File: src/rtl/oled_print_arbiter_pkg.sv
// oled_print_arbiter_pkg: shared state encoding, sizing defaults and byte-select helper
// for the OLED print arbiter and its round-robin selector.
package oled_print_arbiter_pkg;

  localparam int          NREQ_DEFAULT    = 3;
  localparam logic [23:0] TIMEOUT_DEFAULT = 24'd4_000_000;

  typedef enum logic [2:0] {
    IDLE,
    WAIT_RDY,
    SEND_HDR,
    SEND_DATA,
    WAIT_DONE,
    ACK
  } state_t;

  // Byte i of a 32-bit value, byte 0 being the least significant.
  function automatic logic [7:0] val_byte(input logic [31:0] v, input logic [1:0] i);
    return v[{i, 3'b000} +: 8];
  endfunction

endpackage

File: src/rtl/oled_rr_arb.sv
// oled_rr_arb: three-way round-robin selector; the search starts at the requester after last.
// Ports:
//   req  - pending requests, one bit per requester
//   last - index of the most recent grant
//   gnt  - one-hot grant (all zero when no request)
//   idx  - index of the granted requester (don't-care when req is zero)
module oled_rr_arb (
  input  logic [2:0] req,
  input  logic [1:0] last,
  output logic [2:0] gnt,
  output logic [1:0] idx
);

  logic [1:0] c0, c1, c2;

  always_comb begin
    c0  = (last == 2'd0) ? 2'd1 : (last == 2'd1) ? 2'd2 : 2'd0;
    c1  = (c0 == 2'd2) ? 2'd0 : c0 + 2'd1;
    c2  = (c1 == 2'd2) ? 2'd0 : c1 + 2'd1;
    idx = req[c0] ? c0 : req[c1] ? c1 : c2;
    gnt = (req == 3'b000) ? 3'b000 : 3'b001 << idx;
  end

endmodule

File: src/rtl/oled_print_arbiter.sv
// oled_print_arbiter: grants one of three print requesters round-robin and streams its
// header byte plus 1..4 value bytes (MSB first) to the OLED display engine.
// Ports:
//   clk, rst_n            - clock and synchronous active-low reset
//   req/req_pos/req_val/req_len - per-requester request level, header, value, byte count-1
//   ack, err              - one-cycle completion pulse to the granted requester; err marks a timeout
//   busy, gnt_id          - job in flight; current or last granted requester
//   disp_rdy, disp_done   - display engine ready / print-complete pulse
//   disp_wen, disp_din    - contiguous byte burst to the display engine
module oled_print_arbiter
  import oled_print_arbiter_pkg::*;
#(
  parameter logic [23:0] TIMEOUT_CYCLES = TIMEOUT_DEFAULT,
  parameter int          NREQ           = NREQ_DEFAULT
) (
  input  logic                clk,
  input  logic                rst_n,
  input  logic [NREQ-1:0]     req,
  input  logic [8*NREQ-1:0]   req_pos,
  input  logic [32*NREQ-1:0]  req_val,
  input  logic [2*NREQ-1:0]   req_len,
  output logic [NREQ-1:0]     ack,
  output logic                err,
  output logic                busy,
  output logic [1:0]          gnt_id,
  input  logic                disp_rdy,
  output logic                disp_wen,
  output logic [7:0]          disp_din,
  input  logic                disp_done
);

  state_t      state, state_n;
  logic [2:0]  arb_gnt;
  logic [1:0]  arb_idx;
  logic [7:0]  sel_pos;
  logic [31:0] sel_val;
  logic [1:0]  sel_len;
  logic [2:0]  gnt_oh, gnt_oh_n;
  logic [1:0]  gnt_id_n;
  logic [7:0]  pos_q, pos_n;
  logic [31:0] val_q, val_n;
  logic [1:0]  len_q, len_n;
  logic [1:0]  cnt, cnt_n;
  logic [23:0] tmo, tmo_n;
  logic        tmo_hit;
  logic [2:0]  ack_n;
  logic        err_n, busy_n, wen_n;
  logic [7:0]  din_n;

  oled_rr_arb u_arb (
    .req  (req),
    .last (gnt_id),
    .gnt  (arb_gnt),
    .idx  (arb_idx)
  );

  always_comb begin
    sel_pos = req_pos[{arb_idx, 3'b000} +: 8];
    sel_val = req_val[{arb_idx, 5'b00000} +: 32];
    sel_len = req_len[{arb_idx, 1'b0} +: 2];
    tmo_hit = tmo == TIMEOUT_CYCLES - 24'd1;
  end

  always_comb begin
    state_n  = state;
    gnt_oh_n = gnt_oh;
    gnt_id_n = gnt_id;
    pos_n    = pos_q;
    val_n    = val_q;
    len_n    = len_q;
    cnt_n    = cnt;
    tmo_n    = tmo;
    ack_n    = 3'b000;
    err_n    = 1'b0;
    busy_n   = busy;
    wen_n    = disp_wen;
    din_n    = disp_din;
    case (state)
      IDLE: if (req != 3'b000) begin
        state_n  = WAIT_RDY;
        gnt_oh_n = arb_gnt;
        gnt_id_n = arb_idx;
        pos_n    = sel_pos;
        val_n    = sel_val;
        len_n    = sel_len;
        busy_n   = 1'b1;
        tmo_n    = 24'd0;
      end
      WAIT_RDY: if (disp_rdy) begin
        state_n = SEND_HDR;
        wen_n   = 1'b1;
        din_n   = pos_q;
      end else if (tmo_hit) begin
        state_n = ACK;
        ack_n   = gnt_oh;
        err_n   = 1'b1;
      end else begin
        tmo_n = tmo + 24'd1;
      end
      SEND_HDR: begin
        state_n = SEND_DATA;
        cnt_n   = len_q;
        din_n   = val_byte(val_q, len_q);
      end
      // cnt holds the index of the byte currently on disp_din.
      SEND_DATA: if (cnt == 2'd0) begin
        state_n = WAIT_DONE;
        wen_n   = 1'b0;
        tmo_n   = 24'd0;
      end else begin
        cnt_n = cnt - 2'd1;
        din_n = val_byte(val_q, cnt - 2'd1);
      end
      // disp_done is tested first so it wins over a same-cycle timeout.
      WAIT_DONE: if (disp_done) begin
        state_n = ACK;
        ack_n   = gnt_oh;
      end else if (tmo_hit) begin
        state_n = ACK;
        ack_n   = gnt_oh;
        err_n   = 1'b1;
      end else begin
        tmo_n = tmo + 24'd1;
      end
      ACK: begin
        state_n = IDLE;
        busy_n  = 1'b0;
      end
      default: state_n = IDLE;
    endcase
  end

  always_ff @(posedge clk) begin
    if (!rst_n) begin
      state    <= IDLE;
      gnt_oh   <= 3'b100;
      gnt_id   <= 2'd2;
      pos_q    <= 8'd0;
      val_q    <= 32'd0;
      len_q    <= 2'd0;
      cnt      <= 2'd0;
      tmo      <= 24'd0;
      ack      <= 3'b000;
      err      <= 1'b0;
      busy     <= 1'b0;
      disp_wen <= 1'b0;
      disp_din <= 8'd0;
    end else begin
      state    <= state_n;
      gnt_oh   <= gnt_oh_n;
      gnt_id   <= gnt_id_n;
      pos_q    <= pos_n;
      val_q    <= val_n;
      len_q    <= len_n;
      cnt      <= cnt_n;
      tmo      <= tmo_n;
      ack      <= ack_n;
      err      <= err_n;
      busy     <= busy_n;
      disp_wen <= wen_n;
      disp_din <= din_n;
    end
  end

endmodule

File: config.mk
export PLATFORM = sky130hd
export DESIGN_NAME = oled_print_arbiter
export DESIGN_NICKNAME = d
export VERILOG_FILES = /design/src/rtl/oled_print_arbiter_pkg.sv /design/src/rtl/oled_rr_arb.sv /design/src/rtl/oled_print_arbiter.sv
export SDC_FILE = /design/constraint.sdc
export NUM_CORES = 1
export LEC_CHECK = 0
export BUFFER_PORTS_ARGS = -buffer_cell sky130_fd_sc_hd__buf_2
export CORE_MARGIN = 8
export CORE_UTILIZATION = 45
export CTS_CLUSTER_SIZE = 12
export DETAILED_ROUTE_END_ITERATION = 7
export MAX_ROUTING_LAYER = met4
export PLACE_DENSITY_LB_ADDON = 0.05
export SETUP_SLACK_MARGIN = 0.3
export SLEW_MARGIN = 20
export SYNTH_ARGS = -nofsm -noshare
export SYNTH_HDL_FRONTEND = slang
export SYNTH_HIERARCHICAL = 1
export SYNTH_SLANG_ARGS = --single-unit
File: constraint.sdc
create_clock -name clk -period 2.7 [get_ports clk]
set_input_delay 0.405 -clock clk [delete_from_list [all_inputs] [get_ports clk]]
set_output_delay 0.405 -clock clk [all_outputs]
set_load 0.02 [all_outputs]
### Word-level counts from Yosys, hierarchy flattened

Cells that the tools add are included.

| cells by class | value |
|---|---|
| $add $sub $neg | 4 |
| reduce and logical (&&, ||, !) cells | 17 |
| shifts and indexed selects | 6 |
| equal/unequal tests | 15 |
| multiplexer cells | 41 |
| magnitude comparators | 2 |

Operators with widths:

| cell | number |
|---|---|
| two-way mux 24 bit | 5 |
| one-hot mux 24 bit (4 select lines) | 1 |
| variable part select 96 x 8 -> 32 bit | 1 |
| variable part select 32 x 6 -> 8 bit | 2 |
| two-way mux 3 bit | 9 |
| adder 24 x 1 -> 24 bit, second input constant | 1 |
| equality test 24 x 22 -> 1 bit, second input constant | 1 |
| one-hot mux 8 bit (3 select lines) | 1 |
| variable part select 24 x 6 -> 8 bit | 1 |
| two-way mux 8 bit | 2 |
| one-hot mux 3 bit (5 select lines) | 1 |
| two-way mux 2 bit | 7 |
| inequality test 2 bit, second input constant | 6 |
| two-way mux 1 bit | 8 |
| AND reduction 2 bit | 4 |
| equality test 3 x 2 -> 1 bit, second input constant | 2 |
| equality test 3 bit, second input constant | 2 |
| logical NOT 3 bit | 2 |
| less-than comparator 2 x 3 -> 1 bit, second input constant | 2 |
| one-hot mux 1 bit (2 select lines) | 3 |
| one-hot mux 3 bit (2 select lines) | 1 |
| AND reduction 3 bit | 2 |
| nonzero test 2 bit | 3 |
| nonzero test 3 bit | 2 |
| other kinds (12) | 16 |

| storage, ports and cells | value |
|---|---|
| word-level logic and storage cells | 98 |
| register bits | 90 |
| output and inout port bits | 16 |

### Longest topological paths before layout

| depth | value |
|---|---|
| depth in word-level cells | 11 |
| mapped depth | 9 |
| depth with buffers taken out | 7 |

### Cells and area by module

Netlist, hierarchy kept.

By module, submodules not included:

| module | times used | seq. area each (um^2) | cells each | area each (um^2) |
|---|---|---|---|---|
| oled_print_arbiter | 1 | 1801.7 | 601 | 4798.4 |
| oled_rr_arb | 1 | 0.0 | 17 | 92.6 |

### Worst setup path before layout

OpenSTA, ideal clock, no wires.

| path | value |
|---|---|
| kind | register to register |
| start point | reg cnt[0] |
| end point | reg tmo[21] |
| data arrival time | 2072 ps |
| cell stages (with the launch flop) | 8 |
| path slack | 557 ps |
| path through | dfxtp_1 > inv_1 > ha_1 > nand2_1 > a21o_1 > a2111o_1 > or4_1 > a21oi_1 |

| between the ends | value |
|---|---|
| longest elaborated chain between the ends | 3 |

RTL lines:

| item | RTL line | text |
|---|---|---|
| from (decl) | oled_print_arbiter.sv:43 | `logic [1:0] cnt, cnt_n;` |
| from (signal assigned) | oled_print_arbiter.sv:155 | `cnt <= cnt_n;` |
| logical NOT 2 bit | oled_print_arbiter.sv:106 | `SEND_DATA: if (cnt == 2'd0) begin` |
| inequality test 2 bit (no line) | - |  |
| AND reduction 5 bit (no line) | - |  |
| to (signal assigned) | oled_print_arbiter.sv:156 | `tmo <= tmo_n;` |
| to (decl) | oled_print_arbiter.sv:44 | `logic [23:0] tmo, tmo_n;` |

No other way between the ends.
A chain may end at the register's enable or synchronous reset.

### Final worst setup path

Same ends and word-level chain as after synthesis.

==> metrics.txt <==
status=completed; vias in the first global route=4794; Seq/Total Area, Yosys=0.368; crit path launch type=flip-flop; setup_tns=0 ns; Synth top cells by count=nor2_1, dfxtp_1, a21oi_1; top_reg_cell synth=dfxtp_1; max-slew violation count=0; n_diodes=0; dominant cell type by area after synthesis=dfxtp_1; Highest Clock Rate=442 MHz; CTS tree=done; share of cells above drive strength 1=0.263; clk slew on worst S/H paths=0.09 ns; CTS H-tree depth=3; critical path class=flip-flop to flip-flop; pin count of the biggest net entering global routing=90; Yosys top cell area share=0.368; Unique masters post-synth=52; GPL Wtd Cong=0.851; CTS Root Cell=clkbuf_8; Die Height=120 um; detailed-route wire length per cell=14.9 um; GRT Total Usage=0.188; EDFF count, synth=0; asr flop ratio synth=0; Crit path largest cell delay=0.52 ns; CP Data Arrival Time=2.53 ns; crit-path cells=inv_2 -> ha_4 -> nand2_1 -> a21o_4 -> a2111o_1 -> or4_1 -> a21oi_1; Slew HR=0.496; maxcap violations=0; WL final=13.3 mm; total gr overflow=0; Post-Synth XOR/XNOR Area=0.00716; syn nets=753; hold-fix buffer count after cts=0; Die ar.=0.0145 sq mm; CP max-delay cell=or4_1; # nets final=879; adder-cell area share of the yosys netlist=0.00512; synthesized cell area=0.00489 sq mm; Multi-input gate area=0.00293 sq mm; final hold slack=0.371 ns; remaining antenna violation count=0; endpoint class of the critical path=flip-flop; Area contributors post-synth=dfxtp_1, mux2i_1, nor2_1, a21oi_1, a211oi_1; simple logic cell fraction of the synthesized area=0.217; worst-margin pin slew=0.754 ns; PD cells=576 mW/mm^2; Residual DRC=0; HPWL Detailed=10.1 mm; Clock Skew=0.0109 ns; global-route wire length before repair=22.1 mm; Die W=120 um; Worst EP required=2.97 ns; min Tclk post-route=2.26 ns; Worst Path Buf+Inv=1; Avg Vias per Cell=5.43; top-count cell post-synth=nor2_1; # rows=38; register area=0.00180 sq mm; main combinational cell family by area after synthesis=compound AO/OA/AOI/OAI gates; fin crit share=0.838; Crit Path Max Fanout=7; RSZ-0062 raised after global routing=false; Mapped Avg Cell Area=7.91 sq um; Vias=4827; fillers=1070; clk buf depth=2; IO buf count=148; initial core utilization=0.455; IR drop worst, VDD=388 uV; 1st-pass router iterations=4; Final Hold Vio Count=0; final setup vio count=0; TritonCTS sink count=90; FF+latch count, synth=90; area growth from synthesis to layout=22.4%; HP Class=input port to flip-flop; Cells after Synth=618; CTS buffer count=9; compound-gate portion of the synthesized area=0.239; worst skew pair latency=0.35 ns; io pins=149; core area=0.0107 sq mm; reg2reg setup slack=0.44 ns; initial antenna violation count=0; initial drt markers=263; Yosys Warn Count=6; mux contribution to synthesized area=0.119; Top delay family on crit path=compound AO/OA/AOI/OAI gates; static leakage=2.42 nW
## worst min-delay path, cell delays in order
cell and delay (ns):
buf_2 0.10, a21oi_1 0.11, a211oi_1 0.07
## power breakdown
part | internal, mW | total [mW] | leakage [nW] | switching (mW)
logic | 0.418 | 0.971 | 1.59 | 0.553
registers | 1.47 | 1.57 | 0.740 | 0.0995
clock network | 0.430 | 0.909 | 0.0889 | 0.479
## what timing repair did
action	CTS	global route
buffers inserted	0	1
endpoints found under the setup margin	2	2
cloned	0	0
resized for setup	2	3
pin swaps	0	1
## logic make-up (layout without fill, tap and decap cells)
family          after synthesis  count (layout)
compound gates              186             186
xor+xnor                      4               4
fa+ha+maj                     2               2
buf+inv                      53             184
flops                        90              90
mux                          57              57
simple gates                226             226
## path summary, 6_finish.rpt
check	startpoint	to	depth (start not counted)
min	req_len[2]	len_q[0]$_SDFFE_PN0P_	3
max reg2reg	cnt[0]$_SDFFE_PN0P_	tmo[21]$_SDFFE_PN0P_	7
min reg2reg	gnt_oh[2]$_SDFFE_PN1P_	gnt_oh[2]$_SDFFE_PN1P_	2
max	cnt[0]$_SDFFE_PN0P_	tmo[21]$_SDFFE_PN0P_	7
## registers in the layout, summed over array words and instances (netlist names)
name / count
cnt: 2
ack: 3
pos_q: 8
len_q: 2
err: 1
val_q: 32
gnt_id: 2
disp_din: 8
busy: 1
state: 3
gnt_oh: 3
disp_wen: 1
tmo: 24
## cells in the final DEF, fill, tap and decap left out, drive strengths merged, types with 2 or more instances in the layout
cell type and count:
a211oi 45, a21o 4, a21oi 79, a22oi 2
a41oi 8, and2 2, and3 12, and4 2
buf 159, clkbuf 10, clkinvlp 3, dfxtp 90
ha 2, inv 10, mux2 9, mux2i 48
nand2 37, nand2b 4, nand3 15, nand4 4
nor2 109, nor2b 9, nor3 5, nor4 2
nor4b 2, o21a 2, o21ai 25, o31ai 9
or2 2, or3 6, or4 11, xnor2 4
## cell type report
cell class | instances | share of cell area
inverter | 9 | 0.00564
sequential | 90 | 0.301
clock buffer | 10 | 0.0213
multi-input combinational | 475 | 0.490
clock inverter | 6 | 0.0111
tap | 140 | 0.0293
timing repair buffer | 159 | 0.142
## metal layers
metal	track usage	share of wire
met1	0.229	0.47
met2	0.310	0.48
met3	0.0345	0.040
met4	0.0578	0.014
met5	-	0
## stage by stage
step | cells | util | worst slack (ns) | total power, mW | instance area (sq um)
finish | 889 | 0.557 | 0.437 | 3.45 | 5990
global placement | 872 | 0.537 | 0.365 | 2.55 | 5770
global route | 889 | 0.557 | 0.271 | 3.67 | 5990
detailed placement | 872 | 0.537 | 0.255 | 2.57 | 5770
CTS | 888 | 0.555 | 0.321 | 3.48 | 5960
floorplan | 618 | - | 0.557 | 2.26 | 4890
Power figures use the tool's default switching activity.
